`config.mk`:
```
export PLATFORM = sky130hd
export DESIGN_NAME = vstreamout_collector
export DESIGN_NICKNAME = d
export VERILOG_FILES = /design/src/rtl/vstreamout_collector_pkg.sv /design/src/rtl/vstreamout_collector_fifo.sv /design/src/rtl/vstreamout_collector.sv
export SDC_FILE = /design/constraint.sdc
export NUM_CORES = 1
export LEC_CHECK = 0
export BUFFER_PORTS_ARGS = -buffer_cell sky130_fd_sc_hd__buf_4
export CAP_MARGIN = 20
export CORE_MARGIN = 2
export CORE_UTILIZATION = 35
export DETAILED_ROUTE_END_ITERATION = 6
export GPL_TIMING_DRIVEN = 0
export PLACE_DENSITY_LB_ADDON = 0.12
export SETUP_SLACK_MARGIN = 0.05
export SYNTH_ARGS = -nofsm -noshare
export SYNTH_HDL_FRONTEND = slang
export SYNTH_SLANG_ARGS = --single-unit
```
`constraint.sdc`:
```
create_clock -name clk -period 7.44 [get_ports clk]
set_clock_uncertainty 0.05 [all_clocks]
set_input_delay 0.744 -clock clk [delete_from_list [all_inputs] [get_ports clk]]
set_output_delay 0.744 -clock clk [all_outputs]
set_load 0.03 [all_outputs]
```
`src/rtl/vstreamout_collector_pkg.sv`:
```
// Shared definitions for the stream-out collector: column count, output
// buffer depth and the collector FSM state type.
package vstreamout_collector_pkg;

  // Number of CGRA columns feeding the collector
  localparam int num_col = 4;

  localparam int NUM_COL_DEFAULT    = num_col;
  localparam int FIFO_DEPTH_DEFAULT = 4;

  typedef enum logic [1:0] {
    IDLE   = 2'd0,
    STREAM = 2'd1,
    DRAIN  = 2'd2
  } state_e;

endpackage

```
`src/rtl/vstreamout_collector_fifo.sv`:
```
// Output buffer for the collector: a power-of-two deep first-in first-out
// queue. The full flag comes from the registered occupancy, so a push into
// a full buffer only lands when a pop happens in the same cycle.
module vstreamout_fifo #(
  parameter int WIDTH = 65,
  parameter int DEPTH = 4
) (
  input  logic             clk,
  input  logic             rst,
  input  logic             push_i,
  input  logic             pop_i,
  input  logic [WIDTH-1:0] wdata_i,
  output logic [WIDTH-1:0] rdata_o,
  output logic             full_o,
  output logic             empty_o
);

  localparam int AW = $clog2(DEPTH);

  logic [WIDTH-1:0] mem_q [DEPTH];
  logic [AW-1:0]    wr_ptr_q;
  logic [AW-1:0]    rd_ptr_q;
  logic [AW:0]      count_q;
  logic             do_push;
  logic             do_pop;

  assign full_o  = (count_q == (AW+1)'(DEPTH));
  assign empty_o = (count_q == '0);
  assign do_pop  = pop_i && !empty_o;
  assign do_push = push_i && (!full_o || do_pop);
  assign rdata_o = mem_q[rd_ptr_q];

  // Storage array holds data only, so it carries no reset
  always_ff @(posedge clk) begin
    if (do_push) begin
      mem_q[wr_ptr_q] <= wdata_i;
    end
  end

  // Pointers wrap naturally at DEPTH; occupancy holds on simultaneous push and pop
  always_ff @(posedge clk or posedge rst) begin
    if (rst) begin
      wr_ptr_q <= '0;
      rd_ptr_q <= '0;
      count_q  <= '0;
    end else begin
      if (do_push) wr_ptr_q <= wr_ptr_q + AW'(1);
      if (do_pop)  rd_ptr_q <= rd_ptr_q + AW'(1);
      case ({do_push, do_pop})
        2'b10:   count_q <= count_q + (AW+1)'(1);
        2'b01:   count_q <= count_q - (AW+1)'(1);
        default: count_q <= count_q;
      endcase
    end
  end

endmodule

```
`src/rtl/vstreamout_collector.sv`:
```
// Stream-out collector: picks one CGRA column per the one-hot mux_control,
// queues its beats in a small buffer and presents them as an AXI-Stream
// master. tlast is only raised for the last column's done beat.
module vstreamout_collector
  import vstreamout_collector_pkg::*;
#(
  parameter int NUM_COL    = NUM_COL_DEFAULT,
  parameter int DATA_W     = 64,
  parameter int FIFO_DEPTH = FIFO_DEPTH_DEFAULT
) (
  input  logic                            clk,
  input  logic                            rst,
  input  logic                            is_vstreamout_global,
  input  logic [NUM_COL-1:0]              mux_control,
  input  logic [NUM_COL-1:0][DATA_W-1:0]  col_data,
  input  logic [NUM_COL-1:0]              col_valid,
  input  logic [NUM_COL-1:0]              col_done,
  output logic [NUM_COL-1:0]              col_stall,
  output logic [DATA_W-1:0]               m_axis_tdata,
  output logic                            m_axis_tvalid,
  input  logic                            m_axis_tready,
  output logic                            m_axis_tlast,
  output logic [31:0]                     beat_count,
  output logic                            sel_err
);

  state_e            state_q, state_d;
  logic [31:0]       beat_count_q, beat_count_d;
  logic              sel_err_q, sel_err_d;

  logic              in_stream;
  logic              multi_hot;
  logic              onehot;
  logic              sel_hit;
  logic              sel_done;
  logic              push_last;
  logic              bad_valid;
  logic              pop;
  logic              space;
  logic              accept;
  logic [DATA_W-1:0] sel_data;
  logic [DATA_W:0]   fifo_rdata;
  logic              fifo_full;
  logic              fifo_empty;

  function automatic logic [31:0] sat_inc32(input logic [31:0] v);
    return (v == 32'hFFFF_FFFF) ? v : v + 32'd1;
  endfunction

  assign in_stream = (state_q == STREAM);
  assign multi_hot = |(mux_control & (mux_control - NUM_COL'(1)));
  assign onehot    = (mux_control != '0) && !multi_hot;
  assign sel_hit   = |(mux_control & col_valid);
  assign sel_done  = |(mux_control & col_valid & col_done);
  assign push_last = sel_done & mux_control[NUM_COL-1];
  assign bad_valid = |(col_valid & ~mux_control);

  // A full buffer still has room this cycle if the head is leaving
  assign pop    = m_axis_tvalid & m_axis_tready;
  assign space  = !fifo_full || pop;
  assign accept = in_stream && onehot && sel_hit && space;

  // Select mux: OR of the enabled columns (only ever one when a beat is taken)
  always_comb begin
    sel_data = '0;
    for (int i = 0; i < NUM_COL; i++) begin
      if (mux_control[i]) sel_data = sel_data | col_data[i];
    end
  end

  // Only the selected column may advance, and only while there is room
  always_comb begin
    col_stall = '1;
    for (int i = 0; i < NUM_COL; i++) begin
      col_stall[i] = !(mux_control[i] && in_stream && onehot && space);
    end
  end

  // Next-state, frame beat counter and sticky selection error
  always_comb begin
    state_d      = state_q;
    beat_count_d = beat_count_q;
    sel_err_d    = sel_err_q | (in_stream & (bad_valid | multi_hot));
    case (state_q)
      IDLE: begin
        if (is_vstreamout_global) begin
          state_d      = STREAM;
          beat_count_d = '0;
        end
      end
      STREAM: begin
        if (accept) beat_count_d = sat_inc32(beat_count_q);
        if ((accept && push_last) || !is_vstreamout_global) state_d = DRAIN;
      end
      DRAIN: begin
        if (fifo_empty && !is_vstreamout_global) state_d = IDLE;
      end
      default: state_d = IDLE;
    endcase
  end

  // Control state registers
  always_ff @(posedge clk or posedge rst) begin
    if (rst) begin
      state_q      <= IDLE;
      beat_count_q <= '0;
      sel_err_q    <= 1'b0;
    end else begin
      state_q      <= state_d;
      beat_count_q <= beat_count_d;
      sel_err_q    <= sel_err_d;
    end
  end

  // ---- buffer stage: {tlast, data} queued toward the egress ----
  vstreamout_fifo #(
    .WIDTH (DATA_W + 1),
    .DEPTH (FIFO_DEPTH)
  ) u_fifo (
    .clk     (clk),
    .rst     (rst),
    .push_i  (accept),
    .pop_i   (m_axis_tready),
    .wdata_i ({push_last, sel_data}),
    .rdata_o (fifo_rdata),
    .full_o  (fifo_full),
    .empty_o (fifo_empty)
  );

  // Outputs read zero whenever nothing is queued, including right after reset
  assign m_axis_tvalid = !fifo_empty;
  assign m_axis_tdata  = fifo_empty ? '0 : fifo_rdata[DATA_W-1:0];
  assign m_axis_tlast  = fifo_empty ? 1'b0 : fifo_rdata[DATA_W];
  assign beat_count    = beat_count_q;
  assign sel_err       = sel_err_q;

endmodule

```
* Word-level counts from Yosys, hierarchy flattened
Memory sizes are Yosys's and may differ from the RTL's.
Index checks and enable logic that the tools add are counted.
** Word-level totals
- Output and inout port bits :: 103
- Bits in registers :: 42
- Memories :: 1
- RAM bits :: 260
** Memories
- u_fifo.mem_q :: words 4, bits a word 65, rd ports 1, clocked after memory_dff 0, write ports 1, line vstreamout_collector_fifo.sv:20 : logic [WIDTH-1:0] mem_q [DEPTH];
** Operators by class
- Mux-type cells :: 17
- Bitwise logic cells :: 13
- Equality and inequality tests :: 11
- Reduce and logical (&&, ||, !) cells :: 42
- Add/sub/neg operators :: 6
** Operators with widths (count)
- $mux 64 :: 5
- $or 64x64->64 :: 3
- $mux 32 :: 3
- $pmux 32 s2 :: 1
- $add 32x1->32 const B :: 1
- $eq 32x32->1 const B :: 1
- $logic_and 1x1->1 :: 20
- $and 4x4->4 :: 4
- $reduce_or 4->1 :: 4
- $logic_not 1->1 :: 8
- $mux 2 :: 3
- $ne 2x2->1 const B :: 3
- $pmux 2 s3 :: 1
- $pmux 3 s2 :: 1
- $add 2x1->2 const B :: 2
- $eq 2x1->1 const B :: 2
- $eq 2x2->1 const B :: 2
- $ne 2x1->1 const B :: 2
- $not 4->4 :: 1
- $reduce_and 4->1 :: 1
- $reduce_bool 2->1 :: 2
- $reduce_bool 4->1 :: 1
- $sub 4x1->4 const B :: 1
- $add 3x1->3 const B :: 1
- other kinds (9) :: 16

* Depth between registers and ports, before layout
Gate-level depths: netlist of the first run.
- Depth after elaboration :: 12
- Gate-level depth with buffers :: 12
- Depth with buffers taken out :: 10

* Cells and area by module
A second synthesis of the first run with hierarchy kept.
** Unflattened totals
- Cell total of the unflattened synthesis :: 908
- Area total of the unflattened synthesis :: 13649.3 µm²
** Modules (own cells, without submodules)
- vstreamout_fifo :: area an instance 9804.4 µm², cells each 379, instances 1
- vstreamout_collector :: area an instance 3844.9 µm², cells each 529, instances 1

* Worst setup path before layout of the first run
Ideal clock, no wire load.
- Path type :: input to register
- From :: input port mux_control[2]
- To :: memory u_fifo.mem_q[0][0], enable pin
- Required time :: 6.960 ns
- Setup slack :: 3.581 ns
- Arrival time :: 3.379 ns
- Stages on the path :: 6
- Path buffers :: 2
- Setup time :: 0.430 ns
- Cell sequence :: buf_4 nor3_2 a211o_1 nor3_2 clkbuf_1 and2_1
** On the way
- Word-level cells in the longest chain between the ends :: 11
- Elaborated cells on any way between the ends :: 14
** RTL lines
- start, declared :: line vstreamout_collector.sv:14 : input logic [NUM_COL-1:0] mux_control,
- $sub 4x1->4 :: line vstreamout_collector.sv:51 : assign multi_hot = |(mux_control & (mux_control - NUM_COL'(1)));
- $and 4x4->4 :: line vstreamout_collector.sv:51
- $reduce_or 4->1 :: line vstreamout_collector.sv:51
- $logic_not 1->1 :: line vstreamout_collector.sv:52 : assign onehot = (mux_control != '0) && !multi_hot;
- $logic_and 1x1->1 :: line vstreamout_collector.sv:52
- $logic_and 1x1->1 :: line vstreamout_collector.sv:61 : assign accept = in_stream && onehot && sel_hit && space;
- $logic_and 1x1->1 * (2 in a row) :: line vstreamout_collector.sv:61
- $logic_and 1x1->1 * :: line vstreamout_collector_fifo.sv:30 : assign do_push = push_i && (!full_o || do_pop);
- $mux 1 * :: line vstreamout_collector_fifo.sv:35 : if (do_push) begin
- $mux 1 (not written as such) * :: line vstreamout_collector_fifo.sv:36 : mem_q[wr_ptr_q] <= wdata_i;
- end, declared :: line vstreamout_collector_fifo.sv:20
Mark *: on every way between the ends. The rest lies on a longest branch, timed or not.

* Worst setup path after layout of the first run
- From :: register u_fifo.rd_ptr_q[0]
- To :: output port m_axis_tdata[62]
** On the way
- Word-level cells in the longest chain between the ends :: 2
** RTL lines
- start, declared :: line vstreamout_collector_fifo.sv:22 : logic [AW-1:0] rd_ptr_q;
- start signal, assigned :: line vstreamout_collector_fifo.sv:48 : if (do_pop) rd_ptr_q <= rd_ptr_q + AW'(1);
- $mem_v2 4x65
- $mux 64 :: line vstreamout_collector.sv:132 : assign m_axis_tdata = fifo_empty ? '0 : fifo_rdata[DATA_W-1:0];
- end, declared :: line vstreamout_collector.sv:19 : output logic [DATA_W-1:0] m_axis_tdata,
Every way passes these cells.

==> summary.txt, run 1 <==
Clock network
  – Post-CTS setup buffer count: 0
  – Worst-path clk slew: 0.06 ns
  – Bufs on Longest Clock Path: 3
  – Hold buffer count at cts: 0
  – Clk Latency, worst-skew pair: 0.51 ns
  – CTS resizes: 0
  – Num Clock Sinks: 302
  – Htree depth: 2
  – TritonCTS clock tree: built
  – Root Buffer: clkbuf_16
  – CTS Buf Count: 36

Die
  – Die X: 202 µm
  – Ports: 375
  – Die Y: 202 µm
  – Core footprint: 0.0386 mm²
  – Initial Util: 35.4%
  – Num rows: 72
  – Die area: between 0.04 and 0.05 mm²

Critical path
  – Critical Path Start Type: flip-flop
  – Worst flop-to-flop path startpoint: u_fifo.count_q[0]
  – Critical path peak fanout: 10
  – FF-to-FF End: u_fifo.count_q[2]
  – Worst Setup End Kind: primary output
  – Critical path type: reg -> out
  – Reg2Reg Depth: 11
  – Worst Path Required: 6.65 ns
  – Setup slack, reg-to-reg: 4.43 ns
  – Crit path arrival time: 3.07 ns

Placed design
  – Placed Area: 0.0173 mm²
  – Post-DP HPWL: about 27000 µm
  – I/O Buffers: 370
  – GPL Wtd Cong: 0.790
  – DP Cell Count: 1818

STA
  – Highest Clock Rate: 259 MHz
  – Rel. slew slack: 39.1%
  – Final min period: 3.86 ns
  – Finish-stage setup viols: 0
  – Final setup TNS: 0 ns
  – Fin crit share: 51.9%
  – Hold Violations, Final: 0
  – Worst Max-Slew Pin Slew: 0.913 ns
  – RSZ-0062 raised after global routing: no
  – Fin. max-slew vios: 0

Logic synthesis
  – Post-synth top area cell: edfxtp_1
  – Top cell type's share of synthesized area: 57.1%
  – Ys Warns: 0
  – Synth unique cells: 56
  – Mapped Nets: around 1200
  – Cell Area, Synth: 0.0137 mm²
  – Yosys reg bits: a little over 300
  – Prevailing post-synth register cell: edfxtp_1
  – Gate Count Post-Synth: 920
  – Post-synth ARST share: between 10 and 15%
  – Sequential share of the synthesized area: 64.8%
  – Mean Syn Cell Area: 14.9 µm²
  – EDFF count, synth: 260
  – Synth top area cells: edfxtp_1 (57%), mux4_2 (11%), dfrtp_1 (7.7%), a22oi_1 (7.1%), and2_1 (3.3%)

GRT
  – Initial antenna violation count: 0
  – GR Layer Usage met2: about 31%
  – Overflow after GRT: 0
  – GRT Overall Usage: roughly 18%
  – Grt met1 use: 23.7%
  – Number of global-route vias before repair: just over 10000
  – First-pass GRT wire length: between 50000 and 60000 µm
  – Largest net degree at the start of global routing: 37
  – Grt met3 use: between 4 and 5%
  – Gr busiest metal: met2

Route
  – Vias: just under 10000
  – Vias per cell: 5.19
  – Post-route ant nets: 0
  – TritonRoute pass-1 iters: 5
  – DRT iter0 DRCs: 578
  – Total wire length: 38000 µm
  – Drc violations: 0
  – WL/cell: 20.2 µm

Worst hold path
  – Type of the tightest min-delay check: in -> async

Final layout
  – NumNets Final: about 1600
  – Commonest non-fill, non-tap cell in the layout: buf_4
  – Non-filler instance count after layout: 1876
  – Synth-to-Final Area Change: 34.1%
  – Share of cells above drive strength 1: 37.8%
  – Ant diodes: 0
  – Fin area: between 0.015 and 0.02 mm²
  – Commonest non-fill, non-tap cells in the layout: buf_4 (372), edfxtp_1 (260), a22oi_1 (129)

Power
  – Tot Pwr: 5.75 mW
  – P per Cell Area: 314 mW/mm²
  – Worst vdd ir: 144 µV
  – LEAKAGE: 6.87 nW

Job
  – Max Cap Viol: 0

Status
  – Status: complete, no violations
[through the flow]
step / utilization, % / hold WS, ns / setup slack [ns]
5_1_grt: 47.4 / 0.149 / 3.21
3_5_place_dp: 44.7 / 0.420 / 3.76
2_1_floorplan: - / 0.397 / 3.58
6_report: 47.4 / 0.147 / 3.58
3_3_place_gp: 44.2 / 0.421 / 1.82
4_1_cts: 47.4 / 0.134 / 3.45
[cells in the mapped netlist (2+ instances only)]
library cell  number
a22oi_1          129
mux4_2            65
nand2b_1           4
a31oi_1            4
a22o_1             2
and2_1            72
or4_1             19
edfxtp_1         260
clkbuf_1          47
buf_6              2
buf_2              8
nor2_1            11
or3_1              3
nor3_1             5
and3_1             3
inv_1             16
dfrtp_1           42
nand4_1           11
nand2_1           89
nor3_2             2
o21ai_0            6
o22ai_1            2
ha_1               6
a21oi_1           21
mux2i_1            6
o31ai_1           19
a41o_1             2
xor2_1             3
buf_1              8
nor4_1             6
buf_4              2
and4_1             5
nand3_1           15
xnor2_1            3
[logic make-up after synthesis]
family	synth area share (%)
and+or+nand+nor	10.0
xor gates and xnor gates	0.384
muxes	11.1
adders and majority gates	0.695
DFF	64.8
buffers and inverters	2.54
AOI/OAI and AO/OA	10.4
[sequential cells by signal (all words and copies together), names as in the netlist]
name / cells
state_q: 2
sel_err: 1
u_fifo.count_q: 3
u_fifo.rd_ptr_q: 2
u_fifo.wr_ptr_q: 2
beat_count: 32
u_fifo.mem_q: 260
[report_power, final]
group	leakage [nW]	total (mW)	internal [mW]	switching (mW)
logic	3.49	2.17	0.926	1.25
clock network	0.510	1.59	0.941	0.650
registers	2.87	1.99	1.95	0.0369
total	6.87	5.75	3.82	1.93
[per-layer routing]
layer	wire length, µm	share of wire [%]
met5	0	0
met2	18800	50
met3	2310	6.1
met4	631	1.7
met1	16200	43
[worst max path at each step]
stage / depth (start not counted) / slack [ns] / end / start
final: 6 / 3.58 / m_axis_tdata[62] / u_fifo.rd_ptr_q[0]
after global routing: 6 / 3.21 / m_axis_tdata[62] / u_fifo.rd_ptr_q[0]
after CTS: 6 / 3.45 / m_axis_tdata[62] / u_fifo.rd_ptr_q[0]
after detailed placement: 12 / 3.76 / u_fifo.count_q[2] / mux_control[2]
after global placement: 6 / 1.82 / u_fifo.mem_q[1][35] / mux_control[2]
after floorplan: 6 / 3.58 / u_fifo.mem_q[0][0] / mux_control[2]
[final cells by class]
cell class / count / area (µm²)
sequential: 302 / 8860
inverter: 17 / 63.8
buffer: 67 / 284
tap: 518 / 648
clock buffer: 47 / 963
timing repair buffer: 380 / 2960
fill: 3433 / 20300
multi-input combinational: 534 / 4480
clock inverter: 11 / 83.8
[critical path, cell delays in order, from the launching register on]
cell      delay [ns]
dfrtp_1         0.32
clkbuf_1        0.22
buf_2           0.38
buf_1           0.68
mux4_2          0.58
and2_1          0.19
buf_4           0.17
No activity file was read; power rests on OpenSTA's default activity.
==> inputs of run 2 (changes only) <==
==> constraint.sdc (replaced) <==
create_clock -name clk -period 3.1 [get_ports clk]
set_clock_uncertainty 0.05 [all_clocks]
set_input_delay 0.31 -clock clk [delete_from_list [all_inputs] [get_ports clk]]
set_output_delay 0.31 -clock clk [all_outputs]
set_load 0.03 [all_outputs]
==> run 2 against run 1 <==
Compared with the run above:
- clock-buffer cell count shrank 5
- non-clock buffer count did not move
- wire length grew 0.93%
- sequential power is 140% higher
- combinational power grew 140%
- sequential share of layout area fell by 0.21 points
- critical path depth down 1
==> summary.txt, run 2 (synthesized netlist as in run 1, its figures left out) <==
Status
  – Status: complete, no violations (unchanged)

STA
  – Fin. max-slew vios: 0 (unchanged)
  – RSZ-0062 raised after global routing: yes (was no)
  – Rel. slew slack: 43.7% (was 39.1%)
  – Final min period: 2.88 ns
  – WHS: 0.102 ns (was 0.147 ns)
  – Highest Clock Rate: 348 MHz
  – Fin crit share: 92.8%
  – Finish-stage setup viols: 0 (unchanged)
  – Worst Max-Slew Pin Slew: 0.837 ns (was 0.913 ns)
  – Final setup TNS: 0 ns (unchanged)
  – Hold Violations, Final: 0 (unchanged)

Power
  – Worst vdd ir: 312 µV (was 144 µV)
  – LEAKAGE: 6.94 nW (was 6.87 nW)
  – P per Cell Area: 750 mW/mm² (was 314 mW/mm²)

Critical path
  – Worst Path Required: 2.74 ns (was 6.65 ns)
  – FF-to-FF End: beat_count[4] (was u_fifo.count_q[2])
  – Setup slack, reg-to-reg: 0.33 ns (was 4.43 ns)
  – Crit path buffers/inverters: 3 (was 4)
  – Crit path depth: 5 (was 6)
  – Crit path arrival time: 2.52 ns (was 3.07 ns)
  – Critical Path Max Stage Delay: 0.57 ns (was 0.68 ns)
  – Critical path peak fanout: 10 (unchanged)
  – Worst flop-to-flop path startpoint: beat_count[0] (was u_fifo.count_q[0])
  – Critical path type: reg -> out (unchanged)
  – Crit-path cells: clkbuf_2, buf_1, mux4_2, and2_1, buf_4 (was clkbuf_1, buf_2, buf_1, mux4_2, and2_1, buf_4)
  – Critical Path Start Type: flip-flop (unchanged)
  – Reg2Reg Depth: 6 (was 11)
  – CP max stage cell: buf_1 (unchanged)
  – CP delay by family, top: buffers and inverters (unchanged)
  – Worst Setup End Kind: primary output (unchanged)

Route
  – Total wire length: 38300 µm (was 38000 µm)
  – Post-route ant nets: 0 (unchanged)
  – WL/cell: 20.4 µm (was 20.2 µm)
  – Drc violations: 0 (unchanged)
  – Vias: 9738 (was 9743)
  – Vias per cell: 5.18 (was 5.19)
  – DRT iter0 DRCs: 602 (was 578)
  – TritonRoute pass-1 iters: 5 (unchanged)

Clock network
  – Root Buffer: clkbuf_16 (unchanged)
  – Num Clock Sinks: 302 (unchanged)
  – Worst-path clk slew: 0.05 ns (was 0.06 ns)
  – CTS Buf Count: 35 (was 36)
  – Htree depth: 2 (unchanged)
  – Clk Latency, worst-skew pair: 0.50 ns (was 0.51 ns)
  – Bufs on Longest Clock Path: 3 (unchanged)
  – TritonCTS clock tree: built (unchanged)

Worst hold path
  – HP Start: is_vstreamout_global
  – Min-Delay Endpoint: state_q[0]
  – Type of the tightest min-delay check: in -> reg (was in -> async)
  – Worst Hold Depth: 3

Die
  – Die area: 0.0407 mm² (unchanged)
  – Core footprint: 0.0386 mm² (unchanged)
  – Ports: 375 (unchanged)
  – Initial Util: 35.4% (unchanged)
  – Die X: 202 µm (unchanged)
  – Die Y: 202 µm (unchanged)
  – Num rows: 72 (unchanged)

Final layout
  – Commonest non-fill, non-tap cell in the layout: buf_4 (unchanged)
  – Commonest non-fill, non-tap cells in the layout: buf_4 (375), edfxtp_1 (260), a22oi_1 (129) (was buf_4 (372), edfxtp_1 (260), a22oi_1 (129))
  – FILL cells: 3454 (was 3433)
  – Synth-to-Final Area Change: 34.7% (was 34.1%)
  – Biggest register: u_fifo.mem_q (unchanged)
  – Largest register FFs: 260 (unchanged)
  – NumNets Final: 1618 (was 1617)
  – Share of cells above drive strength 1: 39.0% (was 37.8%)
  – Ant diodes: 0 (unchanged)

Placed design
  – GPL Wtd Cong: 0.787 (was 0.790)
  – Post-DP HPWL: 26500 µm (about the same)
  – I/O Buffers: 370 (unchanged)

GRT
  – GRT Overall Usage: 18.2% (was 18.3%)
  – First-pass GRT wire length: 57000 µm (was 57600 µm)
  – Largest net degree at the start of global routing: 54 (was 37)
  – Overflow after GRT: 0 (unchanged)
  – Number of global-route vias before repair: 9859 (was 10100)
  – Initial antenna violation count: 0 (unchanged)

Job
  – Max Cap Viol: 0 (unchanged)
## run 2: cell count changes in the layout (fill, tap and decap cells not counted), sizes merged
cell	delta
and2	+2
clkbuf	-6
clkinv	+8
dlygate4sd3	+1
## run 2: power by group
group          leakage, nW  total [mW]  internal, mW  switching [mW]
sequential            2.87        4.77          4.68          0.0878
clock                0.523        3.77          2.22            1.55
combinational         3.54        5.26          2.26            3.00
total                 6.94        13.8          9.16            4.65
## run 2: repair_timing
action                     CTS  global route
hold endpoints to repair    11             0
cloned                       0             2
pin swaps                    1             2
hold buffers                 1             0
setup endpoints to repair  113            79
resized for setup           13             6
setup buffers                0             0
## run 2: metrics by stage
| step | cells | worst slack [ns] | power (mW) | instance area, µm² | util (%) |
|---|---|---|---|---|---|
| 3_5_place_dp | 1818 | -0.139 | 10.2 | 17300 | 44.8 |
| 4_1_cts | 1879 | 0.0253 | 14.0 | 18400 | 47.6 |
| 3_3_place_gp | 1808 | -0.663 | 10.1 | 17100 | 44.3 |
| 5_1_grt | 1881 | 0.0448 | 14.5 | 18400 | 47.6 |
| 6_report | 1881 | 0.223 | 13.8 | 18400 | 47.6 |
| 2_1_floorplan | 920 | 0.343 | 8.16 | 13700 | - |
## run 2: how the worst max path moves through the flow
stage	startpoint	slack (ns)	to
2_1_floorplan	state_q[1]	0.34	u_fifo.mem_q[0][0]
3_3_place_gp	state_q[1]	-0.66	u_fifo.mem_q[0][47]
3_5_place_dp	mux_control[2]	-0.14	u_fifo.count_q[2]
4_1_cts	state_q[1]	0.03	u_fifo.mem_q[3][35]
5_1_grt	u_fifo.rd_ptr_q[0]	0.04	m_axis_tdata[48]
6_report	u_fifo.rd_ptr_q[1]	0.22	m_axis_tdata[14]
## run 2: worst reg2reg max path, stage by stage, from the launching register on
cell and delay [ns]:
dfrtp_1 0.47, ha_1 0.24, nand4_1 0.27, or4b_2 0.81, nor4_2 0.53, or4_1 0.21
a21oi_1 0.06
## run 2: layout make-up
cell class / instances / area [µm²] / area share [%]
sequential: 302 / 8860 / 48.1
multi-input combinational: 536 / 4500 / 24.4
timing repair buffer: 381 / 2990 / 16.3
clock buffer: 42 / 932 / 5.06
tap: 518 / 648 / 3.52
buffer: 66 / 304 / 1.65
clock inverter: 19 / 118 / 0.639
inverter: 17 / 63.8 / 0.347
## run 2: layer usage
layer,wire (µm),share of wire (%),global-route usage [%],vias to the layer above
met5,0,0,0,-
met4,548,1.4,3.76,0
met1,16200,42,23.7,4867
met3,2650,6.9,4.66,39
li1,-,-,-,4534
met2,18900,49,31.0,298
==> inputs of run 3 (changes only) <==
==> constraint.sdc (replaced) <==
create_clock -name clk -period 3.7 [get_ports clk]
set_clock_uncertainty 0.05 [all_clocks]
set_input_delay 0.37 -clock clk [delete_from_list [all_inputs] [get_ports clk]]
set_output_delay 0.37 -clock clk [all_outputs]
set_load 0.03 [all_outputs]
==> run 3 against run 2 <==
Compared with the run above:
- total power shrank 16%
- clock-buffer cell count rose by 5
- non-clock buffer count rose by 1
- highest routed layer unchanged
- die area did not move
==> summary.txt, run 3 (synthesized netlist as in run 1, its figures left out) <==
Status
  – Status: complete, no violations (unchanged)

Power
  – LEAKAGE: 6.88 nW (was 6.94 nW)
  – P per Cell Area: 630 mW/mm² (was 750 mW/mm²)
  – Worst vdd ir: 290 µV (was 312 µV)
  – Tot Pwr: 11.6 mW (was 13.8 mW)

GRT
  – Largest net degree at the start of global routing: 37 (was 54)
  – Initial antenna violation count: 0 (unchanged)
  – Number of global-route vias before repair: 10100 (was 9859)
  – First-pass GRT wire length: 57600 µm (was 57000 µm)
  – Overflow after GRT: 0 (unchanged)
  – GRT Overall Usage: 18.3% (was 18.2%)

Critical path
  – Crit path arrival time: 2.79 ns (was 2.52 ns)
  – Worst Setup End Kind: primary output (unchanged)
  – Critical Path Start Type: flip-flop (unchanged)
  – Worst flop-to-flop path startpoint: u_fifo.count_q[0] (was beat_count[0])
  – Critical Path Max Stage Delay: 0.61 ns (was 0.57 ns)
  – Critical path type: reg -> out (unchanged)
  – Worst Setup SP: u_fifo.rd_ptr_q[1] (unchanged)
  – Crit-path cells: clkbuf_1, buf_1, mux4_2, and2_1, buf_4 (was clkbuf_2, buf_1, mux4_2, and2_1, buf_4)
  – Critical path peak fanout: 10 (unchanged)
  – CP max stage cell: buf_1 (unchanged)
  – Crit path buffers/inverters: 3 (unchanged)
  – CP delay by family, top: buffers and inverters (unchanged)
  – Worst Path Required: 3.28 ns (was 2.74 ns)

Final layout
  – Commonest non-fill, non-tap cell in the layout: buf_4 (unchanged)
  – Largest register FFs: 260 (unchanged)
  – Share of cells above drive strength 1: 37.9% (was 39.0%)
  – FILL cells: 3432 (was 3454)
  – Multi-input logic area: 0.00448 mm² (was 0.00450 mm²)
  – Biggest register: u_fifo.mem_q (unchanged)
  – Non-filler instance count after layout: 1877 (was 1881)
  – Ant diodes: 0 (unchanged)
  – NumNets Final: 1618 (unchanged)
  – Fin area: 0.0183 mm² (was 0.0184 mm²)
  – Synth-to-Final Area Change: 34.2% (was 34.7%)
  – Register area: 0.00886 mm² (unchanged)
  – Commonest non-fill, non-tap cells in the layout: buf_4 (372), edfxtp_1 (260), a22oi_1 (129) (was buf_4 (375), edfxtp_1 (260), a22oi_1 (129))

Job
  – Max Cap Viol: 0 (unchanged)

Route
  – Total wire length: 38000 µm (was 38300 µm)
  – Post-route ant nets: 0 (unchanged)
  – Drc violations: 0 (unchanged)
  – Vias per cell: 5.19 (was 5.18)
  – Vias: 9740 (was 9738)
  – DRT iter0 DRCs: 614 (was 602)
  – WL/cell: 20.2 µm (was 20.4 µm)
  – TritonRoute pass-1 iters: 7 (was 5)

Worst hold path
  – Type of the tightest min-delay check: in -> reg (unchanged)
  – HP Start: is_vstreamout_global (unchanged)

Die
  – Initial Util: 35.4% (unchanged)
  – Die Y: 202 µm (unchanged)
  – Num rows: 72 (unchanged)
  – Die area: 0.0407 mm² (unchanged)
  – Die X: 202 µm (unchanged)
  – Core footprint: 0.0386 mm² (unchanged)
  – Ports: 375 (unchanged)

Clock network
  – TritonCTS clock tree: built (unchanged)
  – CTS Buf Count: 36 (was 35)
  – Bufs on Longest Clock Path: 3 (unchanged)
  – Htree depth: 2 (unchanged)
  – Root Buffer: clkbuf_16 (unchanged)
  – Num Clock Sinks: 302 (unchanged)
  – Worst-path clk slew: 0.06 ns (was 0.05 ns)
  – Clk Latency, worst-skew pair: 0.51 ns (was 0.50 ns)
  – Post-CTS setup buffer count: 0 (unchanged)

Placed design
  – I/O Buffers: 370 (unchanged)
  – GPL Wtd Cong: 0.790 (was 0.787)
  – DP Cell Count: 1818 (unchanged)
  – Post-DP HPWL: 26500 µm (about the same)
  – Placed Area: 0.0173 mm² (about the same)

STA
  – Worst Max-Slew Pin Slew: 0.911 ns (was 0.837 ns)
  – Hold Violations, Final: 0 (unchanged)
  – Highest Clock Rate: 311 MHz
  – Fin. max-slew vios: 0 (unchanged)
  – Rel. slew slack: 39.2% (was 43.7%)
  – RSZ-0062 raised after global routing: no (was yes)
  – Final min period: ~3.2 ns
  – Fin crit share: 86.9%
  – Finish-stage setup viols: 0 (unchanged)
run 3: worst reg2reg max path, delay by kind of cell, from the launching register on:
kind | cells | cell delay (ns)
AO/OA/AOI/OAI | 1 | 0.27
XOR/XNOR | 2 | 0.31
adder cells (fa/ha/maj) | 2 | 0.67
buffers and inverters | 3 | 0.59
flip-flops | 1 | 0.41
AND/OR/NAND/NOR | 3 | 0.63
run 3: final cells by class:
| class | instances | share of cell area (%) |
|---|---|---|
| clock buffer | 47 | 5.25 |
| multi-input combinational | 534 | 24.4 |
| buffer | 67 | 1.55 |
| timing repair buffer | 381 | 16.2 |
| clock inverter | 11 | 0.457 |
| tap | 518 | 3.53 |
| sequential | 302 | 48.3 |
| inverter | 17 | 0.348 |
run 3: layer usage:
layer  wire length [µm]  part of all wire, %  GRT usage [%]
met5                  0                    0              0
met4                587                  1.5           4.33
met3               2250                  5.9           4.11
met2              18900                   50           31.3
met1              16300                   43           23.7
run 3: worst paths after layout:
path                            slack, ns                 to  cells past startpoint
worst max-delay path                 0.49   m_axis_tdata[14]                      5
worst max register to register       0.70  u_fifo.count_q[2]                     11
worst min register to register       0.44            sel_err                      1
worst min-delay path                 0.17         state_q[0]                      3
max in group asynchronous            2.79     beat_count[24]                      4
min in group asynchronous            0.33      beat_count[6]                      3
run 3: where the power goes:
| group | total, mW | switching, mW | leakage, nW | internal, mW |
|---|---|---|---|---|
| Combinational | 4.37 | 2.51 | 3.50 | 1.86 |
| Clock | 3.20 | 1.30 | 0.510 | 1.89 |
| Sequential | 4.00 | 0.0741 | 2.87 | 3.92 |
run 3: what timing repair did:
action,4_1_cts,5_1_grt
resized for setup,0,2
endpoints found under the hold margin,12,0
setup endpoints to repair,0,8
hold buffers,1,0
run 3: per-stage QoR:
stage	TNS, ns	utilization [%]	setup slack (ns)	hold WS [ns]
3_3_place_gp	-391.56	44.2	-1.54	0.421
6_report	0	47.5	0.486	0.170
4_1_cts	0	47.5	0.0832	0.131
2_1_floorplan	0	-	0.215	0.397
3_5_place_dp	0	44.7	0.394	0.315
5_1_grt	0	47.5	0.211	0.178
